==> config.mk <==
export PLATFORM = sky130hd
export DESIGN_NAME = bus_demux1x4
export DESIGN_NICKNAME = d
export VERILOG_FILES = /design/src/rtl/bus_demux1x4.sv
export SDC_FILE = /design/constraint.sdc
export NUM_CORES = 1
export LEC_CHECK = 0
export CAP_MARGIN = 20
export CORE_MARGIN = 5
export CORE_UTILIZATION = 37
export DETAILED_ROUTE_END_ITERATION = 16
export GPL_TIMING_DRIVEN = 1
export PLACE_DENSITY = 0.82
export SETUP_SLACK_MARGIN = 0.1
export SYNTH_ARGS = -nofsm -noshare
export SYNTH_HDL_FRONTEND = slang
export SYNTH_SLANG_ARGS = --single-unit
==> constraint.sdc <==
create_clock -name clk -period 3.2 [get_ports clk]
set_input_delay 0.96 -clock clk [delete_from_list [all_inputs] [get_ports clk]]
set_output_delay 0.96 -clock clk [all_outputs]
set_load 0.05 [all_outputs]
==> src/rtl/bus_demux1x4.sv <==
// ---------------------------------------------------------------------------
// bus_demux1x4
//
// Routes single master transactions to one of four slaves chosen by address
// bits [31:30]. A request is latched in IDLE, the slave is strobed in BUSY
// until it acknowledges or a timeout expires, and a one-cycle m_ack (with
// m_err qualifying a timeout) is returned in RESP.
//
// Ports:
//   clk                      rising-edge clock
//   rst                      synchronous active-low reset
//   m_req, m_we              master request strobe and write enable
//   m_addr, m_wdata          master address and write data
//   m_rdata                  registered read data back to the master
//   m_ack, m_err             one-cycle completion pulse and its error flag
//   s_req                    one-hot slave request
//   s_we, s_addr, s_wdata    latched copies of the master request
//   s_rdata0..s_rdata3       per-slave read data
//   s_ack                    per-slave acknowledge
//   err_cnt                  saturating count of timeouts
// ---------------------------------------------------------------------------
module bus_demux1x4 #(
    parameter int unsigned WIDTH   = 32,
    parameter int unsigned TIMEOUT = 15
) (
    input  logic             clk,
    input  logic             rst,
    input  logic             m_req,
    input  logic             m_we,
    input  logic [31:0]      m_addr,
    input  logic [WIDTH-1:0] m_wdata,
    output logic [WIDTH-1:0] m_rdata,
    output logic             m_ack,
    output logic             m_err,
    output logic [3:0]       s_req,
    output logic             s_we,
    output logic [31:0]      s_addr,
    output logic [WIDTH-1:0] s_wdata,
    input  logic [WIDTH-1:0] s_rdata0,
    input  logic [WIDTH-1:0] s_rdata1,
    input  logic [WIDTH-1:0] s_rdata2,
    input  logic [WIDTH-1:0] s_rdata3,
    input  logic [3:0]       s_ack,
    output logic [7:0]       err_cnt
);

    localparam logic [1:0] StIdle = 2'd0;
    localparam logic [1:0] StBusy = 2'd1;
    localparam logic [1:0] StResp = 2'd2;

    // The counter only has to hold 0..TIMEOUT-1; the TIMEOUT-th miss ends BUSY.
    localparam int unsigned CntW = (TIMEOUT > 1) ? $clog2(TIMEOUT) : 1;
    localparam logic [CntW-1:0] CntLast = CntW'(TIMEOUT - 1);

    logic [1:0]       state_q, state_d;
    logic [CntW-1:0]  cnt_q, cnt_d;
    logic [3:0]       s_req_q, s_req_d;
    logic             s_we_q, s_we_d;
    logic [31:0]      s_addr_q, s_addr_d;
    logic [WIDTH-1:0] s_wdata_q, s_wdata_d;
    logic [WIDTH-1:0] m_rdata_q, m_rdata_d;
    logic             m_ack_q, m_ack_d;
    logic             m_err_q, m_err_d;
    logic [7:0]       err_cnt_q, err_cnt_d;

    logic [1:0]       sel;
    logic [WIDTH-1:0] sel_rdata;
    logic             sel_ack;

    // The latched address doubles as the slave select.
    assign sel     = s_addr_q[31:30];
    assign sel_ack = s_ack[sel];

    always_comb begin
        sel_rdata = s_rdata0;
        unique case (sel)
            2'd0: sel_rdata = s_rdata0;
            2'd1: sel_rdata = s_rdata1;
            2'd2: sel_rdata = s_rdata2;
            2'd3: sel_rdata = s_rdata3;
            default: sel_rdata = s_rdata0;
        endcase
    end

    always_comb begin
        state_d   = state_q;
        cnt_d     = cnt_q;
        s_req_d   = s_req_q;
        s_we_d    = s_we_q;
        s_addr_d  = s_addr_q;
        s_wdata_d = s_wdata_q;
        m_rdata_d = m_rdata_q;
        m_ack_d   = 1'b0;
        m_err_d   = 1'b0;
        err_cnt_d = err_cnt_q;

        case (state_q)
            StIdle: begin
                if (m_req) begin
                    s_we_d    = m_we;
                    s_addr_d  = m_addr;
                    s_wdata_d = m_wdata;
                    cnt_d     = '0;
                    s_req_d   = 4'b0001 << m_addr[31:30];
                    state_d   = StBusy;
                end
            end
            StBusy: begin
                if (sel_ack) begin
                    // Ack takes priority over a timeout in the same cycle.
                    state_d = StResp;
                    s_req_d = 4'b0000;
                    m_ack_d = 1'b1;
                    if (!s_we_q) begin
                        m_rdata_d = sel_rdata;
                    end
                end else if (cnt_q == CntLast) begin
                    state_d   = StResp;
                    s_req_d   = 4'b0000;
                    m_ack_d   = 1'b1;
                    m_err_d   = 1'b1;
                    m_rdata_d = '0;
                    if (err_cnt_q != 8'hFF) begin
                        err_cnt_d = err_cnt_q + 8'd1;
                    end
                end else begin
                    cnt_d = cnt_q + 1'b1;
                end
            end
            StResp: begin
                state_d = StIdle;
            end
            default: begin
                state_d = StIdle;
                s_req_d = 4'b0000;
            end
        endcase
    end

    always_ff @(posedge clk) begin
        if (!rst) begin
            state_q   <= StIdle;
            cnt_q     <= '0;
            s_req_q   <= 4'b0000;
            s_we_q    <= 1'b0;
            s_addr_q  <= '0;
            s_wdata_q <= '0;
            m_rdata_q <= '0;
            m_ack_q   <= 1'b0;
            m_err_q   <= 1'b0;
            err_cnt_q <= 8'd0;
        end else begin
            state_q   <= state_d;
            cnt_q     <= cnt_d;
            s_req_q   <= s_req_d;
            s_we_q    <= s_we_d;
            s_addr_q  <= s_addr_d;
            s_wdata_q <= s_wdata_d;
            m_rdata_q <= m_rdata_d;
            m_ack_q   <= m_ack_d;
            m_err_q   <= m_err_d;
            err_cnt_q <= err_cnt_d;
        end
    end

    assign s_req   = s_req_q;
    assign s_we    = s_we_q;
    assign s_addr  = s_addr_q;
    assign s_wdata = s_wdata_q;
    assign m_rdata = m_rdata_q;
    assign m_ack   = m_ack_q;
    assign m_err   = m_err_q;
    assign err_cnt = err_cnt_q;

endmodule
==> parameters.txt <==
Parameter                              Value

Setup path
  Arrival time at the worst endpoint ... 3190 ps
  Cells along the critical path ... clkdlybuf4s50_1, mux4_2, or3_1, buf_4, nor4_2, mux2i_1
  Maximum single-stage delay on the critical path ... 530 ps
  Element type at the critical path end ... flop
  Critical Path Slowest Stage Cell ... sky130_fd_sc_hd__or3_1
  Endpoint required time on the critical path ... 3520 ps
  Element type at the critical path start ... input pin
  CP Class ... in -> reg
  Crit-path max FO ... 11

Job
  Count of max-cap constraint violations ... 0

Global routing
  Via count of the first global-routing pass ... 5355
  Initial antenna violation count ... 2
  Global-route usage over all layers ... 0.228
  Pin count of the biggest net entering global routing ... 44
  Global-route wire length before repair ... 28.3 mm
  Aggregate global routing overflow ... 0

Clocking
  Clock Sinks ... 117
  Skew-Pair Late Insertion Delay ... 400 ps
  Number of CTS-inserted buffers ... 17
  TritonCTS clock tree ... yes
  Cell at the root of the clock tree ... sky130_fd_sc_hd__clkbuf_16
  Buffers inserted by post-CTS timing repair ... 0
  Clock slew seen by the registers of the worst setup and hold paths ... 50 ps
  Post-cts gate resize count ... 0
  Hold buffer count at CTS ... 0
  H-Tree Level Count ... 4
  Maximum buffer depth of the clock tree ... 2

Routing
  Count of unresolved DRC violations after routing ... 0
  Via total after detailed routing ... 5093
  DR WL/cell ... 18.3 um
  Via-per-instance ratio ... 5.14
  Initial detailed-routing violation count ... 269
  Routed Antenna Nets ... 0
  Detailed-route wire length ... 18.1 mm
  DR pass1 iterations ... 5

Layout
  Filler instances ... 979
  Commonest cells after routing, fill and taps aside ... 309 x sky130_fd_sc_hd__clkdlybuf4s50_1, 136 x sky130_fd_sc_hd__nand2_1, 116 x sky130_fd_sc_hd__dfxtp_1
  Leading cell type in the layout, fill and taps excluded ... sky130_fd_sc_hd__clkdlybuf4s50_1
  Area added between synthesis and finish ... 80.5%
  End-of-flow core utilization ... 0.689
  Final-stage net count ... 1007
  Layout cells sized above 1 ... 0.105

Synthesis
  Most area-hungry cell type in the Yosys netlist ... sky130_fd_sc_hd__dfxtp_1
  Total number of yosys warnings ... 0
  Number of synthesized register bits ... 117
  Total nets after synthesis ... 705
  Part of the Yosys area used for sequential elements ... 0.482
  Number of standard cells after synthesis ... 502
  Proportion of netlist area held by the largest area contributor ... 0.482
  Post-Syn Area per Cell ... 9.67 um^2
  EDFF count, synth ... 0
  Post-synthesis instance area ... 0.00485 mm^2
  Dominant register cell in the synthesized netlist ... sky130_fd_sc_hd__dfxtp_1
  Async SR Flop Fraction ... 0
  Largest cells by area after synthesis ... sky130_fd_sc_hd__dfxtp_1 48%, sky130_fd_sc_hd__mux4_2 15%, sky130_fd_sc_hd__nand2_1 11%
  Number of distinct library cells after synthesis ... 39

Die
  Num ports ... 311
  Placeable core region ... 0.0127 mm^2
  Height of the die ... 125 um
  Die Outline Area ... 0.0155 mm^2
  Die width ... 125 um
  Cell Rows ... 41
  Initial core utilization ... 0.382

Timing
  Unrepaired setup endpoints after global routing ... no
  Fin crit period ... 2870 ps
  Max-slew violation count ... 0
  Sum of negative setup slack ... 0 ps
  Slew headroom ... 0.601
  Slew @ Worst Pin ... 597 ps
  Setup slack of the critical path after layout ... 330 ps
  Hold Vio Cnt, Final ... 0
  Share of the cycle needed by the critical path after routing ... 0.897
  Fmax achieved ... 0.348 GHz
  Total of endpoints with negative setup slack in the final report ... 0
  Post-Route Skew ... 10.5 ps

Outcome
  Status ... complete, no violations

Power
  Final Power ... 4.51 mW
  Power density over the cells ... 514 mW/mm^2
  Worst voltage drop across the vdd grid ... 0.359 mV
  Leak pwr ... 3.17 nW

Placed design
  IO Port Bufs ... 310
  Final HPWL DP ... 14.6 mm
  GPL Wtd Cong ... 0.876
  DP Worst Slack ... -50.5 ps

Hold path
  Type of the most critical hold path ... reg -> reg
-- flip-flops by register name (all words and copies together), names as in the netlist --
name,count
m_rdata,32
s_req,4
s_wdata,32
m_err,1
state_q,2
s_addr,32
s_we,1
err_cnt,8
cnt_q,4
m_ack,1
-- final timing paths --
| check | from | endpoint | slack, ps | cells after the start |
|---|---|---|---|---|
| min reg2reg | s_addr[18]$_SDFFE_PN0P_ | s_addr[18]$_SDFFE_PN0P_ | 450 | 2 |
| min | s_addr[18]$_SDFFE_PN0P_ | s_addr[18]$_SDFFE_PN0P_ | 450 | 2 |
| max | s_ack[1] | err_cnt[5]$_SDFFE_PN0P_ | 330 | 6 |
| max reg2reg | s_addr[30]$_SDFFE_PN0P_ | err_cnt[5]$_SDFFE_PN0P_ | 910 | 5 |
-- final cells by class --
cell class / count / area, um^2 / area share
Timing Repair Buffer: 324 / 3230 / 0.369
Sequential cell: 117 / 2340 / 0.267
Multi-Input combinational cell: 334 / 2320 / 0.265
Clock buffer: 22 / 484 / 0.0553
Tap cell: 172 / 215 / 0.0246
Clock inverter: 9 / 125 / 0.0143
Inverter: 10 / 37.5 / 0.00428
Antenna cell: 2 / 5.00 / 0.000571
-- logic make-up (layout without fill, tap and decap cells) --
kind of cell	after synthesis	in the layout	share of synthesized area
AND/OR/NAND/NOR	171	171	0.150
AO/OA/AOI/OAI	125	125	0.161
multiplexers	35	35	0.157
adder cells (fa/ha/maj)	3	3	0.00773
other	0	2	0
flip-flops	117	117	0.482
buffers and inverters	51	365	0.0415
-- Yosys cell counts, types with 2 or more instances --
cell                         n
sky130_fd_sc_hd__ha_1        3
sky130_fd_sc_hd__mux4_2     33
sky130_fd_sc_hd__and4_1      2
sky130_fd_sc_hd__nand2_1   136
sky130_fd_sc_hd__a22o_1     32
sky130_fd_sc_hd__dfxtp_1   117
sky130_fd_sc_hd__o22ai_1     4
sky130_fd_sc_hd__or4_1       3
sky130_fd_sc_hd__o21ai_0     4
sky130_fd_sc_hd__nor4_1      2
sky130_fd_sc_hd__inv_1       9
sky130_fd_sc_hd__or3_1       2
sky130_fd_sc_hd__nand2b_1    2
sky130_fd_sc_hd__a31oi_1     2
sky130_fd_sc_hd__nand3_1     9
sky130_fd_sc_hd__o31ai_1     3
sky130_fd_sc_hd__buf_1       4
sky130_fd_sc_hd__nor3_1      4
sky130_fd_sc_hd__a211oi_1    2
sky130_fd_sc_hd__clkbuf_1   34
sky130_fd_sc_hd__a21oi_1    74
sky130_fd_sc_hd__nor2_1      4
-- critical path: cells and delay by family --
family	cells	cell delay, ps
buffers and inverters	2	660
muxes	2	720
and+or+nand+nor	2	850
-- routing by layer --
| metal | wire (um) | global-route usage | share of wire |
|---|---|---|---|
| met1 | 6460 | 0.232 | 0.36 |
| met2 | 9480 | 0.423 | 0.52 |
| met3 | 1710 | 0.0879 | 0.094 |
| met4 | 441 | 0.0761 | 0.024 |
| met5 | 0 | 0 | 0 |
-- report_power, final --
part	total [mW]	internal (mW)	leakage, nW	switching, mW
clock	1.92	1.30	0.298	0.622
combinational	1.00	0.478	1.92	0.524
sequential	1.59	1.54	0.956	0.0466
total	4.51	3.31	3.17	1.19
-- per-stage QoR --
step / instance area [um^2] / instances / hold slack, ps
2_1_floorplan: 4850 / 502 / 462
3_3_place_gp: 8150 / 957 / 443
3_5_place_dp: 8150 / 957 / 448
4_1_cts: 8760 / 988 / 455
5_1_grt: 8760 / 990 / 469
6_report: 8760 / 990 / 454
(Power assumes the default switching activity.)
